[config.mk]
export PLATFORM = sky130hd
export DESIGN_NAME = mem_access_unit_flat
export DESIGN_NICKNAME = d
export VERILOG_FILES = /design/src/rtl/mem_access_unit_if.sv /design/src/rtl/mem_access_unit.sv /design/src/flat_wrapper.sv
export SDC_FILE = /design/constraint.sdc
export NUM_CORES = 1
export LEC_CHECK = 0
export BUFFER_PORTS_ARGS = -buffer_cell sky130_fd_sc_hd__buf_4
export CORE_MARGIN = 5
export CORE_UTILIZATION = 46
export DETAILED_ROUTE_END_ITERATION = 12
export PLACE_DENSITY = 0.83
export SLEW_MARGIN = 40
export SYNTH_ARGS = -nofsm -noshare
export SYNTH_HDL_FRONTEND = slang
export SYNTH_SLANG_ARGS = --single-unit
[constraint.sdc]
create_clock -name clk -period 2.3 [get_ports clk]
set_clock_uncertainty 0.15 [all_clocks]
set_input_delay 0.46 -clock clk [delete_from_list [all_inputs] [get_ports clk]]
set_output_delay 0.46 -clock clk [all_outputs]
set_load 0.02 [all_outputs]
[src/rtl/mem_access_unit_if.sv]
// Byte-serial RAM port used by the memory stage.
// master = memory stage (issues beats), slave = RAM side (acks, returns data).
interface mem_access_unit_if #(
  parameter int ADDR_W = 17
);
  logic              ram_req;
  logic              ram_wr;
  logic [ADDR_W-1:0] ram_addr;
  logic [7:0]        ram_wdata;
  logic [7:0]        ram_rdata;
  logic              ram_ack;

  modport master (
    output ram_req,
    output ram_wr,
    output ram_addr,
    output ram_wdata,
    input  ram_rdata,
    input  ram_ack
  );

  modport slave (
    input  ram_req,
    input  ram_wr,
    input  ram_addr,
    input  ram_wdata,
    output ram_rdata,
    output ram_ack
  );
endinterface

[src/rtl/mem_access_unit.sv]
// Memory stage: executes LB/LH/LW/LBU/LHU/SB/SH/SW as 1/2/4 byte beats over a
// byte-serial RAM port, stalling the pipeline for the whole access and then
// presenting a single completion cycle. Supports flush and an optional
// per-beat handshake watchdog that aborts the access with an error pulse.
module mem_access_unit #(
  parameter int ADDR_W     = 17,
  parameter int REG_ADDR_W = 5,
  parameter int TIMEOUT    = 0
) (
  input  logic                  clk,
  input  logic                  rst,
  input  logic                  valid_i,
  input  logic [REG_ADDR_W-1:0] wd_i,
  input  logic                  wreg_i,
  input  logic [31:0]           wdata_i,
  input  logic [3:0]            mem_op_i,
  input  logic [1:0]            mem_size_i,
  input  logic [ADDR_W-1:0]     mem_addr_i,
  input  logic [31:0]           mem_data_i,
  input  logic                  flush_i,
  mem_access_unit_if.master     ram,
  output logic [REG_ADDR_W-1:0] wd_o,
  output logic                  wreg_o,
  output logic [31:0]           wdata_o,
  output logic                  stall_req,
  output logic                  err_o
);

  localparam logic [1:0] IDLE   = 2'd0;
  localparam logic [1:0] ACCESS = 2'd1;
  localparam logic [1:0] DONE   = 2'd2;

  // Watchdog counter must be able to hold TIMEOUT itself.
  localparam int WD_W = (TIMEOUT > 0) ? $clog2(TIMEOUT + 1) : 1;

  logic [1:0]            state;
  logic [1:0]            beat_cnt;
  logic [1:0]            last_beat;
  logic [ADDR_W-1:0]     base_addr;
  logic [31:0]           store_data;
  logic [31:0]           data_buf;
  logic [REG_ADDR_W-1:0] wd_q;
  logic [1:0]            size_q;
  logic                  is_signed_q;
  logic                  is_store_q;
  logic [WD_W-1:0]       wd_cnt;

  logic                  is_mem;
  logic                  start;
  logic                  timeout_hit;
  logic [31:0]           load_data;

  // Low bit of mem_op_i duplicates size information carried on mem_size_i.
  logic unused_op;
  assign unused_op = mem_op_i[0];

  assign is_mem      = mem_op_i[3];
  assign start       = valid_i && is_mem && (mem_size_i != 2'b11) && !flush_i;
  assign timeout_hit = (TIMEOUT != 0) && (wd_cnt == WD_W'(TIMEOUT));

  // Index of the final beat for the latched access size.
  always_comb begin
    case (size_q)
      2'b00:   last_beat = 2'd0;
      2'b01:   last_beat = 2'd1;
      default: last_beat = 2'd3;
    endcase
  end

  // Extend the assembled little-endian load data to 32 bits.
  always_comb begin
    case (size_q)
      2'b00:   load_data = {{24{is_signed_q & data_buf[7]}}, data_buf[7:0]};
      2'b01:   load_data = {{16{is_signed_q & data_buf[15]}}, data_buf[15:0]};
      default: load_data = data_buf;
    endcase
  end

  // Access sequencing: latch the op, step through beats, watchdog, flush.
  always_ff @(posedge clk or negedge rst) begin
    if (!rst) begin
      state       <= IDLE;
      beat_cnt    <= '0;
      base_addr   <= '0;
      store_data  <= '0;
      data_buf    <= '0;
      wd_q        <= '0;
      size_q      <= '0;
      is_signed_q <= 1'b0;
      is_store_q  <= 1'b0;
      wd_cnt      <= '0;
    end else begin
      case (state)
        IDLE: begin
          if (start) begin
            state       <= ACCESS;
            base_addr   <= mem_addr_i;
            store_data  <= mem_data_i;
            wd_q        <= wd_i;
            size_q      <= mem_size_i;
            is_signed_q <= !mem_op_i[1];
            is_store_q  <= mem_op_i[2];
            beat_cnt    <= '0;
            data_buf    <= '0;
            wd_cnt      <= '0;
          end
        end
        ACCESS: begin
          // Priority: flush, then ack (beats a simultaneous timeout), then timeout.
          if (flush_i) begin
            state <= IDLE;
          end else if (ram.ram_ack) begin
            if (!is_store_q) begin
              data_buf[{beat_cnt, 3'b000} +: 8] <= ram.ram_rdata;
            end
            wd_cnt <= '0;
            if (beat_cnt == last_beat) begin
              state <= DONE;
            end else begin
              beat_cnt <= beat_cnt + 2'd1;
            end
          end else if (timeout_hit) begin
            state <= IDLE;
          end else if (TIMEOUT != 0) begin
            wd_cnt <= wd_cnt + WD_W'(1);
          end
        end
        DONE: begin
          state <= IDLE;
        end
        default: begin
          state <= IDLE;
        end
      endcase
    end
  end

  // Output decode; everything is forced low while reset is asserted.
  always_comb begin
    ram.ram_req   = 1'b0;
    ram.ram_wr    = 1'b0;
    ram.ram_addr  = '0;
    ram.ram_wdata = '0;
    wd_o          = '0;
    wreg_o        = 1'b0;
    wdata_o       = '0;
    stall_req     = 1'b0;
    err_o         = 1'b0;
    if (rst && !flush_i) begin
      case (state)
        IDLE: begin
          if (valid_i && !is_mem) begin
            wd_o    = wd_i;
            wreg_o  = wreg_i;
            wdata_o = wdata_i;
          end else if (start) begin
            stall_req = 1'b1;
          end
        end
        ACCESS: begin
          ram.ram_req   = 1'b1;
          ram.ram_wr    = is_store_q;
          ram.ram_addr  = base_addr + ADDR_W'(beat_cnt);
          ram.ram_wdata = store_data[{beat_cnt, 3'b000} +: 8];
          if (timeout_hit && !ram.ram_ack) begin
            err_o = 1'b1;
          end else begin
            stall_req = 1'b1;
          end
        end
        DONE: begin
          if (!is_store_q) begin
            wd_o    = wd_q;
            wreg_o  = 1'b1;
            wdata_o = load_data;
          end
        end
        default: begin
          stall_req = 1'b0;
        end
      endcase
    end
  end

endmodule
[src/flat_wrapper.sv]
// flat-port wrapper written by rule: the top's interface ports become plain ports
module mem_access_unit_flat 
#(
  parameter int ADDR_W     = 17,
  parameter int REG_ADDR_W = 5,
  parameter int TIMEOUT    = 0
)
  (clk, rst, valid_i, wd_i, wreg_i, wdata_i, mem_op_i, mem_size_i, mem_addr_i, mem_data_i, flush_i, wd_o, wreg_o, wdata_o, stall_req, err_o, ram_ram_req, ram_ram_wr, ram_ram_addr, ram_ram_wdata, ram_ram_rdata, ram_ram_ack);
  mem_access_unit_if #(.ADDR_W(ADDR_W)) ram_i ();
  input  logic clk;
  input  logic rst;
  input  logic valid_i;
  input  logic [REG_ADDR_W-1:0] wd_i;
  input  logic wreg_i;
  input  logic [31:0] wdata_i;
  input  logic [3:0] mem_op_i;
  input  logic [1:0] mem_size_i;
  input  logic [ADDR_W-1:0] mem_addr_i;
  input  logic [31:0] mem_data_i;
  input  logic flush_i;
  output logic [REG_ADDR_W-1:0] wd_o;
  output logic wreg_o;
  output logic [31:0] wdata_o;
  output logic stall_req;
  output logic err_o;
  output wire logic [$bits(ram_i.ram_req)-1:0] ram_ram_req;
  output wire logic [$bits(ram_i.ram_wr)-1:0] ram_ram_wr;
  output wire logic [$bits(ram_i.ram_addr)-1:0] ram_ram_addr;
  output wire logic [$bits(ram_i.ram_wdata)-1:0] ram_ram_wdata;
  input wire logic [$bits(ram_i.ram_rdata)-1:0] ram_ram_rdata;
  input wire logic [$bits(ram_i.ram_ack)-1:0] ram_ram_ack;
  assign ram_ram_req = ram_i.ram_req;
  assign ram_ram_wr = ram_i.ram_wr;
  assign ram_ram_addr = ram_i.ram_addr;
  assign ram_ram_wdata = ram_i.ram_wdata;
  assign ram_i.ram_rdata = ram_ram_rdata;
  assign ram_i.ram_ack = ram_ram_ack;
  mem_access_unit #(.ADDR_W(ADDR_W), .REG_ADDR_W(REG_ADDR_W), .TIMEOUT(TIMEOUT)) u_core (.clk(clk), .rst(rst), .valid_i(valid_i), .wd_i(wd_i), .wreg_i(wreg_i), .wdata_i(wdata_i), .mem_op_i(mem_op_i), .mem_size_i(mem_size_i), .mem_addr_i(mem_addr_i), .mem_data_i(mem_data_i), .flush_i(flush_i), .ram(ram_i), .wd_o(wd_o), .wreg_o(wreg_o), .wdata_o(wdata_o), .stall_req(stall_req), .err_o(err_o));
endmodule
* Yosys cells after proc, flatten, opt, wreduce, memory -nomap -nowiden *
Cells that the tools add are included.

word-level totals
  bits of input ports = 106
  logic and storage cells = 86
  flip-flop bits (word level) = 94
  output and inout bits = 67

cells by class
  mux-type cells = 42
  reduce and logical (&&, ||, !) cells = 15
  shift-type cells = 3
  add/subtract/negate cells = 3
  equal/unequal tests = 12
  bitwise operators = 2

operator list
  kind                      count
  $mux W32                  7
  $pmux W32 S2              3
  $mux W17                  2
  $bwmux W32                1
  $shift A8 B7 Y32 const A  1
  $shiftx A32 B6 Y8         1
  $shiftx A8 B7 Y32         1
  $add A17 B2 Y17           1
  $mux W2                   8
  $mux W8                   2
  $mux W5                   3
  $pmux W2 S2               3
  $mux W1                   10
  $ne A2 B2 Y1 const B      5
  $pmux W5 S2               1
  $reduce_and A5 Y1         2
  $neg A5 Y7                1
  $logic_and A1 B1 Y1       5
  $eq A2 B1 Y1 const B      2
  $logic_not A2 Y1          2
  $pmux W1 S2               2
  $logic_not A1 Y1          3
  $ne A3 B2 Y1 const B      1
  $ne A3 B3 Y1 const B      1
  8 further kinds           9

* Depth between registers and ports, before layout *
Gate-level depths: netlist (run 1).

  word-level depth = 7
  gate-level depth with buffers = 8
  depth with buffers taken out = 6

* Worst setup path after synthesis (run 1) *
No wires, ideal clock.

  kind = input-to-output
  start = in flush_i
  end = out wdata_o[21]
  cell stages on the path = 6
  buffers on the path = 2
  slack = -0.102 ns
  data arrival time = 1.792 ns
  path through = nand2b_1 > or2_2 > clkbuf_1 > nor3b_4 > buf_2 > a22o_1

on the way
  word-level cells in the longest chain between the ends = 3

RTL lines
  item                 RTL line                source
  from (decl)          flat_wrapper.sv:20      input logic flush_i;
  $logic_not A1 Y1     mem_access_unit.sv:149  if (rst && !flush_i) begin
  $logic_and A1 B1 Y1  mem_access_unit.sv:149
  $mux W32             mem_access_unit.sv:149
  to (decl)            flat_wrapper.sv:23      output logic [31:0] wdata_o;

No other way between the ends.

* Final worst setup path (run 1) *
  start = reg u_core.base_addr[0]
  end = out ram_ram_addr[14]

on the way
  word-level cells in the longest chain between the ends = 3

RTL lines
  item                    RTL line                source
  from (decl)             mem_access_unit.sv:39   logic [ADDR_W-1:0] base_addr;
  from (signal assigned)  mem_access_unit.sv:97   base_addr <= mem_addr_i;
  $add A17 B2 Y17         mem_access_unit.sv:163  ram.ram_addr = base_addr + ADDR_W'(beat_cnt);
  $mux W17                mem_access_unit.sv:150  case (state)
  $mux W17                mem_access_unit.sv:149
  to (decl)               flat_wrapper.sv:28      output wire logic [$bits(ram_i.ram_addr)-1:0] ram_ram_addr;

No other way between the ends.

==> key figures, run 1 <==
Synth
  – Post-synthesis async set-or-reset flop share: 1.00
  – Top_reg_cell synth: dfrtp_1
  – Area share of the largest cell type after synthesis: 0.445
  – Synth cell types: 52
  – Syn avg cell area: 10.4 um^2
  – Cell Area, Synth: 5280 um^2
  – Area leader, netlist: dfrtp_1
  – Post-synth EDFFs: 0
  – Post-synthesis sequential area ratio: 0.445
  – Most common cell in the netlist: dfrtp_1
  – Area contributors post-synth: dfrtp_1, mux2_1, mux2_2
  – Yosys warns: 0
  – Post-Syn Nets: 620
  – Flops & latches, synth: 94
  – Most instantiated cells after synthesis: dfrtp_1, nand2_1, mux2_1
  – Cells after Synth: 507

Setup path
  – Crit path DAT: 2.05 ns
  – CP Launch Point: u_core.base_addr[0]
  – Crit-path cells: ha_2, fa_2, nand4_1, or3_1, a21oi_2, buf_6
  – WS Path Type: reg2out
  – Max FO, Critical Path: 5
  – Critical Path Sink Type: primary output
  – CP max stage cell: or3_1
  – CP delay by family, top: simple AND/OR/NAND/NOR gates
  – Reg2reg start: u_core.beat_cnt[0]
  – Startpoint types: flop
  – Critical Path RT: 1.69 ns
  – WP buf/inv: 1
  – CP peak stage delay: 0.39 ns

STA
  – Final period util: 1.15
  – Slew HR: 0.527
  – RSZ-0062 raised after global routing: yes
  – Maximum clock frequency: 377 MHz
  – Fin. Hold Viols: 0
  – Tmin final: 2.66 ns
  – Slew Limit Fails: 0
  – Worst-margin pin slew: 0.710 ns
  – Final setup viols: 65
  – Setup WS post-layout: -0.355 ns

Worst hold path
  – Tightest Hold Check Type: in2reg
  – Hold_sp: mem_data_i[10]

Clock tree
  – Clock root buffer: clkbuf_16
  – CTS Buf Count: 9
  – Clock slew at reported path FFs: 0.07 ns
  – Worst-Skew Late Latency: 0.35 ns
  – H-Tree Depth: 3
  – Cts hold-fix bufs: 0
  – Clock Tree Buf Depth: 2
  – CTS tree: yes
  – CTS Sinks: 94

Floorplan
  – Die ar.: 13700 um^2
  – # rows: 39
  – Starting density of the core: 0.467
  – Die W: 117 um
  – Die height: 117 um
  – I/O pin count: 173
  – Core ar.: 11300 um^2

Final layout
  – Design Area, Final: 8330 um^2
  – # diodes: 0
  – Non-Filler Instances: 870
  – Net count reported at finish: 835
  – Layout fillers: 727
  – Storage cell area: 2350 um^2
  – Share of layout cells above drive strength 1: 0.538
  – Footprint of the multi-input gates: 3230 um^2
  – Area delta synth->final: 57.8%

Drt
  – Drt wl/cell: 19.9 um
  – Drt first pass iters: 5
  – DR vias: 4993
  – Final ANT Viol Nets: 0
  – Post-route DRC violation count: 0
  – DR vias/cell: 5.74
  – Final WL: 17300 um
  – Number of DRC markers in iteration 0: 241

Global route
  – Gr usage total: 0.244
  – Pin count of the biggest net entering global routing: 50
  – Vias in the first global route: 5152
  – First-pass GRT wire length: 26000 um
  – Initial antenna violation count: 0
  – GR Overflow Total: 0

Placed design
  – Port bufs: 170
  – Hpwl dp: 11000 um
  – Placed cell area: 7070 um^2
  – Placed Cells: 823
  – Gp weighted congestion: 0.860
  – Placement Setup Slack: -0.114 ns

Pwr
  – Max IR drop VDD: 465 uV
  – Lkg Pwr: 3.68 nW
  – PwrDens: 600 nW/um^2

Run status
  – Failing checks: negative setup slack
  – Status: finished, violations left

Job
  – Max_cap viols: 0
-- area by class of cell --
type,count,area share
Sequential cell,94,0.283
Timing Repair Buffer,243,0.267
Multi-Input combinational cell,360,0.387
Inverter,14,0.00691
Tap cell,143,0.0215
Clock buffer,9,0.0270
Clock inverter,7,0.00826
-- layer usage --
metal,GRT usage,share of wire
met4,0.0849,0.026
met2,0.416,0.51
met3,0.0715,0.092
met1,0.294,0.37
met5,0,0
-- report_power, final --
group	switching [mW]	leakage [nW]	internal, mW	total (mW)
sequential	0.222	1.19	1.94	2.16
combinational	0.661	2.36	0.723	1.38
clock	0.702	0.137	0.758	1.46
total	1.58	3.68	3.42	5.00
-- path summary, 6_finish.rpt --
| path | slack [ns] | cells past startpoint | to |
|---|---|---|---|
| worst min register to register | 0.34 | 1 | u_core.store_data[22] |
| worst max register to register | -0.01 | 9 | u_core.data_buf[24] |
| min in group asynchronous | 0.22 | 3 | u_core.store_data[19] |
| worst max-delay path | -0.36 | 6 | ram_ram_addr[14] |
| max in group asynchronous | 0.73 | 4 | u_core.state[1] |
| worst min-delay path | 0.17 | 2 | u_core.store_data[10] |
-- registers in the layout, summed over array words and instances (netlist names) --
| signal | cells |
|---|---|
| u_core.wd_q | 5 |
| u_core.size_q | 2 |
| u_core.is_store_q | 1 |
| u_core.is_signed_q | 1 |
| u_core.beat_cnt | 2 |
| u_core.state | 2 |
| u_core.store_data | 32 |
| u_core.base_addr | 17 |
| u_core.data_buf | 32 |
-- repair_timing --
| action | in CTS | in global routing |
|---|---|---|
| gates cloned | 6 | 0 |
| pin swaps | 43 | 25 |
| endpoints found under the setup margin | 65 | 95 |
| buffers inserted | 27 | 9 |
| gates resized for setup | 146 | 46 |
-- placed cells by master (no fill, tap or decap), drive strengths merged, types with 9 or more instances in the layout --
master  Yosys  layout
xor2        9       9
clkbuf     23       9
nand2      47      47
and2       12      12
mux2       58      58
nand2b     18      18
o21ai      48      48
dfrtp      94      94
o31ai      17      17
a22oi      13      13
nor2       26      26
buf        16     243
a22o       17      17
inv        14      16
a21oi      14      14
-- worst register-to-register path, stage by stage (launching register included) --
cell     delay (ns)
dfrtp_1        0.36
buf_4          0.17
buf_16         0.13
buf_6          0.14
inv_1          0.08
ha_1           0.22
nor3b_2        0.24
and4b_2        0.37
nand2_1        0.12
o31ai_2        0.23
-- per-stage QoR --
step	power, mW	TNS (ns)	hold slack (ns)	utilization
final	5.00	-12.64	0.171	0.736
after floorplan	2.79	-0.0444	0.0144	-
after global routing	5.23	-18.22	0.168	0.736
after global placement	3.22	-1.06	0.318	0.624
after CTS	4.94	-10.18	0.168	0.725
after detailed placement	3.30	-1.64	0.328	0.624
-- cells by family (layout without fill, tap and decap cells) --
group                      count (synthesis)  in the layout  share of synthesized area
buffers and inverters                     53            273                     0.0403
xor gates and xnor gates                  11             11                     0.0182
AOI/OAI and AO/OA                        124            124                      0.157
muxes                                     74             74                      0.173
other                                      1              1                   0.000710
and+or+nand+nor                          143            143                      0.148
DFF                                       94             94                      0.445
adders and majority gates                  7              7                     0.0180
Note: power is estimated with default switching activity, not from simulation.
==> run 2: changes to the inputs <==
- REMOVE_ABC_BUFFERS: unset -> 1
- SLEW_MARGIN: 40 -> unset
==> run 2 against run 1 <==
Against the previous run: the run still ends with negative setup slack left; wire length shrank 7.9%; critical path depth unchanged; combinational power fell by 9%; worst setup slack improved by 0.038 ns; worst hold slack got worse by 0.023 ns; sequential share of layout area up 1.7 points; cell count decreased by 1.4%; non-clock buffer count is 12 lower; clock power grew 5%; utilization is 4.1 points lower; fmax up 1.4%.
==> key figures, run 2 (synthesis results as in run 1) <==
Clock tree
  – CTS tree: yes
  – CTS Buf Count: 9
  – Worst-Skew Late Latency: 0.34 ns
  – CTS Sinks: 94
  – H-Tree Depth: 3
  – Clock Tree Buf Depth: 2
  – Clock slew at reported path FFs: 0.07 ns
  – Clock root buffer: clkbuf_16

Setup path
  – Crit-path cells: ha_2, fa_2, nand4_1, or3_1, a21oi_2, buf_4
  – CP peak stage delay: 0.38 ns
  – Startpoint types: flop
  – Critical Path Sink Type: primary output
  – CP max stage cell: dfrtp_1
  – WS Path Type: reg2out
  – WP buf/inv: 1
  – Max FO, Critical Path: 4
  – CP delay by family, top: simple AND/OR/NAND/NOR gates
  – Crit path DAT: 2.01 ns
  – Critical Path RT: 1.69 ns

Placed design
  – Gp weighted congestion: 0.850
  – Hpwl dp: 10800 um
  – Placed cell area: 6930 um^2
  – Placed Cells: 822
  – Placement Setup Slack: -0.0710 ns
  – Port bufs: 170

Pwr
  – Sw Ratio: 0.295
  – Lkg Pwr: 3.51 nW
  – PwrDens: 626 nW/um^2
  – Flop pwr share: 0.435
  – Clock share of power: 0.310
  – Sw Pwr: 1.45 mW
  – Max IR drop VDD: 456 uV
  – Total power: 4.92 mW
  – Combinational Power Share: 0.255
  – Pint: 3.47 mW

STA
  – Setup_tns: -13.76 ns
  – Final period util: 1.14
  – Fin. Hold Viols: 0
  – Slew HR: 0.502
  – Tmin final: 2.62 ns
  – Maximum clock frequency: 382 MHz
  – Setup WS post-layout: -0.317 ns
  – Final setup viols: 62
  – Worst Hold Margin: 0.148 ns
  – Slew Limit Fails: 0
  – Worst-margin pin slew: 0.747 ns
  – RSZ-0062 raised after global routing: yes

Drt
  – Final WL: 16000 um
  – DR vias/cell: 5.57
  – Final ANT Viol Nets: 0
  – Drt first pass iters: 7
  – Met2 WL: 8120 um
  – Post-route DRC violation count: 0
  – Drt wl/cell: 18.6 um
  – Number of DRC markers in iteration 0: 162
  – DR vias: 4781
  – Top routing layer used: met4
  – Length of routed met3 wiring: 1460 um
  – Met1 WL: 6090 um

Run status
  – Failing checks: negative setup slack
  – Status: finished, violations left

Floorplan
  – Core ar.: 11300 um^2
  – Die ar.: 13700 um^2
  – # rows: 39
  – I/O pin count: 173
  – Starting density of the core: 0.467
  – Die W: 117 um
  – Die height: 117 um

Global route
  – Gr usage total: 0.228
  – Pin count of the biggest net entering global routing: 58
  – GR Overflow Total: 0
  – First-pass GRT wire length: 24400 um
  – Vias in the first global route: 4909
  – Initial antenna violation count: 0

Job
  – Max_cap viols: 0

Final layout
  – Fin util: 0.695
  – Area delta synth->final: 48.9%
  – Storage cell area: 2350 um^2
  – Non-Filler Instances: 858
  – Top Registers: u_core.data_buf (32), u_core.store_data (32), u_core.base_addr (17)
  – # diodes: 0
  – Footprint of the multi-input gates: 3020 um^2
  – Share of layout cells above drive strength 1: 0.474
  – Most common cell after layout, fill and taps aside: buf_4
  – Commonest non-fill, non-tap cells in the layout: buf_4, dfrtp_1, buf_6
  – Layout fillers: 808
  – Design Area, Final: 7870 um^2
  – Net count reported at finish: 823

Worst hold path
  – Tightest Hold Check Type: in2async
[run 2: final timing paths]
path | start | to | slack, ns | cells past startpoint
worst min register to register | u_core.store_data[17] | u_core.store_data[17] | 0.34 | 1
worst max-delay path | u_core.beat_cnt[0] | ram_ram_addr[16] | -0.32 | 6
max in group asynchronous | rst | u_core.state[1] | 0.69 | 4
worst max register to register | u_core.beat_cnt[0] | u_core.data_buf[15] | 0 | 7
worst min-delay path | rst | u_core.beat_cnt[1] | 0.15 | 3
min in group clk | mem_op_i[1] | u_core.is_signed_q | 0.18 | 2
[run 2: layer usage]
layer	global-route usage	vias to the layer above
met2	0.384	198
met1	0.291	2343
met4	0.0581	0
met3	0.0627	21
met5	0	-
li1	-	2219
[run 2: worst reg2reg max path: cells and delay by family, from the launching register on]
kind / cells / cell delay, ns
simple gates: 3 / 0.74
fa+ha+maj: 1 / 0.24
flops: 1 / 0.38
compound gates: 1 / 0.25
buf+inv: 2 / 0.43
[run 2: power groups by stage]
| stage | Clock [mW] | Combinational [mW] | Sequential (mW) |
|---|---|---|---|
| detailed placement | 0 | 1.11 | 2.15 |
| finish | 1.53 | 1.26 | 2.14 |
| global route | 1.65 | 1.37 | 2.17 |
| CTS | 1.56 | 1.22 | 2.13 |
| floorplan | 0 | 0.590 | 2.16 |
| global placement | 0 | 1.06 | 2.13 |
[run 2: cell type report]
type                       count  area share
sequential                    94       0.299
tap                          143      0.0227
multi-input combinational    360       0.384
inverter                      14     0.00763
clock inverter                 6     0.00875
clock buffer                  10      0.0304
timing repair buffer         231       0.247
[run 2: what timing repair did]
action / 4_1_cts / 5_1_grt
resized for setup: 77 / 62
pin swaps: 35 / 54
endpoints found under the setup margin: 72 / 88
gates cloned: 6 / 0
hold buffers: 0 / 0
buffers inserted: 12 / 8
